### src/rtl/emu_step_ctrl.sv
// emu_step_ctrl: run-control sequencer for emulated state registers.
// Produces the shared clock-enable (cke) and synchronous emulator reset
// (emu_rst). Host commands free-run, stop, advance N steps, or reset the
// emulated state. Steps are paced by a divider and can be stalled by hold.
module emu_step_ctrl #(
  parameter int cnt_width  = 32,
  parameter int div_width  = 8,
  parameter int rst_cycles = 4
) (
  input  logic                 clk,
  input  logic                 rst_n,
  input  logic                 cmd_valid,
  output logic                 cmd_ready,
  input  logic [1:0]           cmd_op,
  input  logic [cnt_width-1:0] cmd_count,
  input  logic [div_width-1:0] div,
  input  logic                 hold,
  output logic                 cke,
  output logic                 emu_rst,
  output logic                 busy,
  output logic                 done,
  output logic [cnt_width-1:0] steps_done
);

  typedef enum logic [1:0] {
    S_RESET = 2'd0,
    S_IDLE  = 2'd1,
    S_STEP  = 2'd2,
    S_RUN   = 2'd3
  } state_t;

  typedef enum logic [1:0] {
    OP_STOP      = 2'd0,
    OP_STEP_N    = 2'd1,
    OP_RUN       = 2'd2,
    OP_RESET_EMU = 2'd3
  } op_t;

  // rst_cnt only needs to reach rst_cycles-1; keep at least one bit.
  localparam int RST_W = (rst_cycles > 1) ? $clog2(rst_cycles) : 1;
  localparam logic [RST_W-1:0]     RST_LAST = RST_W'(rst_cycles - 1);
  localparam logic [RST_W-1:0]     RST_ONE  = RST_W'(1);
  localparam logic [cnt_width-1:0] CNT_ONE  = cnt_width'(1);
  localparam logic [div_width-1:0] DIV_ONE  = div_width'(1);

  state_t               r_state;
  logic [RST_W-1:0]     r_rst_cnt;
  logic [div_width-1:0] r_div_cnt;
  logic [div_width-1:0] r_div_q;
  logic [cnt_width-1:0] r_remaining;
  logic [cnt_width-1:0] r_steps_done;
  logic                 r_done;
  logic                 r_rst_by_cmd;   // RESET entered by RESET_EMU -> done on exit

  logic w_active;
  logic w_accept;
  logic w_div_hit;
  logic w_cke;

  // Output decodes of the registered state; cke also sees hold directly.
  assign w_active  = (r_state == S_STEP) || (r_state == S_RUN);
  assign w_div_hit = (r_div_cnt == r_div_q);
  assign w_cke     = w_active && !hold && w_div_hit;
  assign w_accept  = cmd_valid && cmd_ready;

  assign cmd_ready  = (r_state != S_RESET);
  assign emu_rst    = (r_state == S_RESET);
  assign busy       = (r_state != S_IDLE);
  assign cke        = w_cke;
  assign done       = r_done;
  assign steps_done = r_steps_done;

  // Sequencer FSM: state, reset timer, divider, step counters and done pulse.
  always_ff @(posedge clk or negedge rst_n) begin
    if (!rst_n) begin
      r_state      <= S_RESET;
      r_rst_cnt    <= '0;
      r_div_cnt    <= '0;
      r_div_q      <= '0;
      r_remaining  <= '0;
      r_steps_done <= '0;
      r_done       <= 1'b0;
      r_rst_by_cmd <= 1'b0;
    end else begin
      // NOTE: non-blocking assignments everywhere here, so a later assignment
      // in this block overrides an earlier one for the same edge (used below
      // to let RESET_EMU clear steps_done even on a counted cke).
      r_done <= 1'b0;
      unique case (r_state)
        S_RESET: begin
          r_steps_done <= '0;
          if (r_rst_cnt == RST_LAST) begin
            r_state      <= S_IDLE;
            r_done       <= r_rst_by_cmd;
            r_rst_by_cmd <= 1'b0;
          end else begin
            r_rst_cnt <= r_rst_cnt + RST_ONE;
          end
        end

        S_IDLE: begin
          if (w_accept) begin
            unique case (op_t'(cmd_op))
              OP_STOP: ;
              OP_STEP_N: begin
                if (cmd_count != '0) begin
                  r_remaining <= cmd_count;
                  r_div_q     <= div;
                  r_div_cnt   <= '0;
                  r_state     <= S_STEP;
                end else begin
                  r_done <= 1'b1;
                end
              end
              OP_RUN: begin
                r_div_q   <= div;
                r_div_cnt <= '0;
                r_state   <= S_RUN;
              end
              OP_RESET_EMU: begin
                r_rst_cnt    <= '0;
                r_rst_by_cmd <= 1'b1;
                r_state      <= S_RESET;
              end
            endcase
          end
        end

        default: begin  // S_STEP, S_RUN
          if (!hold) begin
            r_div_cnt <= w_div_hit ? '0 : r_div_cnt + DIV_ONE;
          end
          if (w_cke) begin
            r_steps_done <= r_steps_done + CNT_ONE;
            if (r_state == S_STEP) begin
              r_remaining <= r_remaining - CNT_ONE;
            end
          end
          // STOP / RESET_EMU take priority over step completion.
          if (w_accept && (op_t'(cmd_op) == OP_STOP)) begin
            r_state <= S_IDLE;
          end else if (w_accept && (op_t'(cmd_op) == OP_RESET_EMU)) begin
            r_rst_cnt    <= '0;
            r_rst_by_cmd <= 1'b1;
            r_steps_done <= '0;
            r_state      <= S_RESET;
          end else if ((r_state == S_STEP) && w_cke && (r_remaining == CNT_ONE)) begin
            r_state <= S_IDLE;
            r_done  <= 1'b1;
          end
        end
      endcase
    end
  end

endmodule
### config.mk
export PLATFORM = sky130hd
export DESIGN_NAME = emu_step_ctrl
export DESIGN_NICKNAME = d
export VERILOG_FILES = /design/src/rtl/emu_step_ctrl.sv
export SDC_FILE = /design/constraint.sdc
export NUM_CORES = 1
export LEC_CHECK = 0
export ABC_AREA = 1
export CAP_MARGIN = 20
export CORE_MARGIN = 1
export CORE_UTILIZATION = 39
export DETAILED_ROUTE_END_ITERATION = 16
export GPL_TIMING_DRIVEN = 0
export MAX_ROUTING_LAYER = met4
export PLACE_DENSITY_LB_ADDON = 0.08
export REMOVE_ABC_BUFFERS = 1
export SETUP_SLACK_MARGIN = 0.15
export SYNTH_ARGS = -nofsm -noshare
export SYNTH_HDL_FRONTEND = slang
export SYNTH_SLANG_ARGS = --single-unit
### constraint.sdc
create_clock -name clk -period 1.85 [get_ports clk]
set_input_delay 0.37 -clock clk [delete_from_list [all_inputs] [get_ports clk]]
set_output_delay 0.37 -clock clk [all_outputs]
set_load 0.01 [all_outputs]
### Word-level counts from Yosys, hierarchy flattened

Cells that the tools add are included.

| word-level totals | value |
|---|---|
| memory bits (writable) | 0 |
| bits in registers | 86 |
| memories kept | 0 |
| bits in latches | 0 |
| ROM bits | 0 |

| cells by class | value |
|---|---|
| $mul | 0 |
| bitwise gates (word level) | 1 |
| magnitude comparators | 0 |
| shift operators | 0 |
| equal/unequal tests | 22 |
| reduce and logical (&&, ||, !) cells | 24 |
| add/subtract/negate cells | 4 |
| divide/modulo/power cells | 0 |
| multiplexer cells | 46 |

Operators with widths:

| cell | count |
|---|---|
| 32-bit 2-to-1 mux | 8 |
| 32-bit case mux with 2 select lines | 2 |
| 8-bit case mux with 2 select lines | 3 |
| 8-bit 2-to-1 mux | 5 |
| 32-bit by 1-bit adder with 32-bit output (second input constant) | 1 |
| 32-bit by 1-bit equality test with 1-bit output (second input constant) | 1 |
| 32-bit nonzero test | 1 |
| 32-bit by 1-bit subtractor with 32-bit output (second input constant) | 1 |
| 2-bit 2-to-1 mux | 11 |
| 5-bit AND reduction | 4 |
| 1-bit 2-to-1 mux | 12 |
| 2-bit equality test (second input constant) | 5 |
| 2-bit inequality test (second input constant) | 5 |
| 8-bit by 1-bit adder with 8-bit output (second input constant) | 1 |
| 8-bit equality test | 1 |
| 2-bit by 1-bit inequality test with 1-bit output (second input constant) | 4 |
| 2-bit case mux with 2 select lines | 2 |
| 2-bit nonzero test | 4 |
| 1-bit logical AND | 7 |
| 2-bit case mux with 3 select lines | 1 |
| 6-bit AND reduction | 1 |
| 5-bit nonzero test | 1 |
| 2-bit by 1-bit equality test with 1-bit output (second input constant) | 2 |
| 2-bit logical NOT | 2 |
| 11 further kinds | 12 |

### Longest topological paths before layout

| depth | value |
|---|---|
| depth after elaboration | 10 |
| depth in mapped cells | 14 |

### Worst setup path after synthesis

OpenSTA, ideal clock, no wires.

| timing | value |
|---|---|
| path kind | reg-to-reg |
| start | reg r_state[0] |
| end | reg r_steps_done[0], in the netlist steps_done[0] |
| buffers on the path | 1 |
| arrival | 1.742 ns |
| stages on the path, launching flop included | 11 |
| library setup time | 0.119 ns |
| required time | 1.731 ns |
| setup slack | -0.010 ns |
| path through | dfrtp_1 > inv_1 > ha_1 > nor2_1 > nand2_1 > nand2_1 > nand2_1 > buf_2 > a21oi_1 > nand2_1 > o21a_1 |

| between the ends | value |
|---|---|
| elaborated cells on any way between the ends | 15 |
| classes of those cells | eq/ne (3); mux (4); reduce/logical (8) |

RTL lines:

| item | line | text |
|---|---|---|
| start: declaration | 46 | `state_t r_state;` |
| start signal: assignment | 76 | `r_state <= S_RESET;` |
| start signal: assignment | 93 | `r_state <= S_IDLE;` |
| start signal: assignment | 110 | `r_state <= S_STEP;` |
| 2-bit logical NOT | - |  |
| via emu_rst | 19 | `output logic emu_rst,` |
| 32-bit case mux with 2 select lines | 89 | `unique case (r_state)` |
| end signal: assignment | 134 | `r_steps_done <= r_steps_done + CNT_ONE;` |
| end: declaration | 51 | `logic [cnt_width-1:0] r_steps_done;` |

The timed path passes the listed nets, and every way through them passes these cells.
A chain may end at the register's enable or synchronous reset.

### Worst setup path after layout

| timing | value |
|---|---|
| start | reg r_state[1] |
| end | out cke |

| between the ends | value |
|---|---|
| word-level cells in the longest chain between the ends | 4 |
| elaborated cells on any way between the ends | 5 |
| classes of those cells | eq/ne (2); reduce/logical (3) |

Ends and longest elaborated chain:

| item | line | text |
|---|---|---|
| 2-bit equality test | 61 | `assign w_active = (r_state == S_STEP) \|\| (r_state == S_RUN);` |
| 1-bit logical OR (*) | 61 |  |
| 1-bit logical AND (*) (2 in a row) | 63 | `assign w_cke = w_active && !hold && w_div_hit;` |
| end: declaration | 18 | `output logic cke,` |

Mark *: on every way between the ends. The rest lies on a longest branch, timed or not.

==> results.json <==
{
  "whs_ns": 0.457,
  "static-leakage-power_nw": 4.61,
  "drive_above_1_share_pct": 29.2,
  "slew_viol_final": 0,
  "setup_tns_ns": -7.47,
  "drt_iter0_markers": 547,
  "finalNonFillerCells": 1406,
  "ioPinCount": 83,
  "port_buffers": 82,
  "clk_pin_slew_ns": 0.07,
  "cts_buffers": 9,
  "drc": 0,
  "coreArea_um2": 15800,
  "critPathArrivalTime_ns": 1.70,
  "synthFlopType": "dfrtp_1",
  "min_period_over_period_pct": 112,
  "netlist_instances": 1011,
  "ff2ff_setup_slack_ns": -0.21,
  "gr-usage-all-layers_pct": 27.1,
  "overflow": 0,
  "clock_latency_ns": 0.35,
  "cp-end-kind": "primary output",
  "grt_pass1_wl_um": 33400,
  "avgRoutedWirePerCell_um": 15.9,
  "antenna_cells": 0,
  "synth.largest_area_cell": "dfrtp_1",
  "crit_path_cell_trace": "ha_4, o21ai_4, inv_2, nand3_4, buf_12, clkinvlp_4, buf_6",
  "r2r-end": "r_remaining[12]",
  "synth_common_cells": "nand2_1, nor2_1, inv_1",
  "grt_pass1_vias": 6420,
  "crit_buf_inv": 4,
  "critPathKind": "reg -> out",
  "rows": 46,
  "die-width_um": 129,
  "hold_violations": 0,
  "seq_area_frac_synth_pct": 34.3,
  "fillCellCount": 1435,
  "dp_hpwl_um": 12200,
  "postRouteAntennaNets": 0,
  "avgSynthCellArea_um2": 6.21,
  "ys_warn_count": 0,
  "grt_max_degree": 68,
  "placedCellCount": 1285,
  "yosysMostFrequentCell": "nand2_1",
  "num_vias": 7231,
  "nets": 1244,
  "dr.pass1.iters": 6,
  "setup_viol": 82,
  "power_per_cell_area_nw_per_um2": 1440,
  "htreeDepth": 3,
  "multi_input_area_um2": 4250,
  "synth_area_um2": 6280,
  "register_area_um2": 2170,
  "critPathMaxStageDelay_ns": 0.47,
  "ys_top_cells_by_area": "dfrtp_1, nand2_1, nor2_1, nand3_1, inv_1",
  "rr_worst_depth": 12,
  "cp_top_family": "flip-flops",
  "tightest_slew_ns": 0.423,
  "dieHeight_um": 129,
  "cts-root-buf": "clkbuf_16",
  "synth-edff-count": 0,
  "routed_wirelength_um": 22400,
  "ys_ff_latch": 86,
  "max_slew_margin_pct": 71.7,
  "rr_startpoint": "r_state[0]",
  "async_reset_ff_share_pct": 100,
  "period_minus_slack_ns": 2.07,
  "worstPathRequired_ns": 1.48,
  "cp_max_fo": 4,
  "clock-sinks": 86,
  "failed_checks": "setup timing",
  "synth.distinct_cells": 33,
  "antenna_found_initial": 0,
  "max_freq_ghz": 0.483,
  "place_congestion": 0.867,
  "worst_slack_ns": -0.222,
  "synth_top_area_share_pct": 34.3,
  "avgViaCountPerCell": 5.14,
  "worstSetupStartpointType": "flip-flop",
  "rsz0062_at_grt": "yes",
  "min_path_type": "in -> async",
  "die_area_um2": 16600,
  "dp_slack_ns": -1.45,
  "layout-area-overhead-vs-synth_pct": 54.1,
  "max_cap_viol_count": 0,
  "start_util_pct": 39.8,
  "status": "finished with violations",
  "cp_slowest_cell": "dfrtp_2",
  "peakVddDrop_mv": 0.864,
  "cts_tree": "yes",
  "cts_buffer_depth": 2,
  "skew_ns": 0.00860
}
kinds of logic (layout without fill, tap and decap cells):
logic type,count (synthesis),after routing,share of synthesized area [%]
buffers and inverters,156,332,10.1
DFF,86,86,34.3
adders and majority gates,13,13,2.59
and+or+nand+nor,647,650,42.8
AOI/OAI and AO/OA,95,95,8.25
muxes,1,1,0.159
xor gates and xnor gates,13,13,1.81
layout make-up:
class | count | area share (%)
multi-input combinational | 772 | 44.0
sequential | 86 | 22.5
timing repair buffer | 185 | 21.9
inverter | 128 | 5.49
tap | 216 | 2.79
clock buffer | 12 | 2.65
clock inverter | 4 | 0.466
timing repair inverter | 3 | 0.259
layout by cell type (no fill, tap or decap), types with 3 or more instances in the layout:
cell type,n
dlygate4sd2_1,20
nand3_1,71
or2_2,3
inv_6,3
a21oi_1,5
dfrtp_2,18
o21ai_0,21
nand2_4,10
nand2_1,303
o21ai_4,3
ha_1,8
clkdlybuf4s50_1,48
nand4_1,20
dlymetal6s2s_1,9
o21ai_1,26
buf_4,50
buf_16,8
buf_8,6
nand2_2,44
dfrtp_1,68
inv_2,18
clkbuf_16,11
o21ai_2,28
xor2_1,11
buf_12,9
nor2_1,110
bufbuf_16,3
nand3_2,33
clkinv_2,3
nor2_4,17
inv_1,103
nor3_1,8
ha_4,4
buf_6,29
nor2_2,24
a21oi_2,5
power breakdown:
part | switching [mW] | internal, mW
logic | 4.97 | 4.06
clock network | 0.808 | 1.12
registers | 0.601 | 2.40
total | 6.38 | 7.58
metrics by stage:
stage               total power, mW  utilization (%)  area, um2
floorplan                      6.20                -       6120
global placement               7.53             45.7       7210
detailed placement             7.75             46.4       7310
CTS                            12.4             55.9       8820
global route                   14.8             61.3       9670
finish                         14.0             61.3       9670
worst max-delay path by stage:
stage | cells after the start | endpoint | from | slack (ns)
after floorplan | 9 | r_remaining[21] | r_state[1] | -1.86
after CTS | 17 | r_remaining[18] | r_div_cnt[3] | -0.17
after global placement | 9 | r_remaining[30] | r_state[1] | -3.89
after detailed placement | 13 | r_remaining[28] | r_state[1] | -1.45
after global routing | 13 | r_remaining[12] | r_div_q[6] | -0.28
final | 7 | cke | r_state[1] | -0.22
state kept, by name, indices dropped and copies added, names as in the netlist:
signal and flops:
done 1, r_state 2, r_rst_by_cmd 1, r_div_cnt 8, steps_done 32, r_div_q 8, r_remaining 32, r_rst_cnt 2
routing by layer:
metal | up-vias | track usage (%) | wire length (um)
li1 | 3543 | - | -
met1 | 3383 | 37.4 | 10200
met2 | 258 | 41.3 | 10200
met3 | 47 | 3.58 | 1400
met4 | 0 | 7.82 | 601
met5 | - | - | 0
what timing repair did:
item	CTS	global route
gates cloned	15	2
hold buffers	1	0
setup endpoints to repair	114	102
hold endpoints to repair	19	0
resized for setup	188	197
pin swaps	27	66
buffers inserted	56	31
Power figures use the tool's default switching activity.
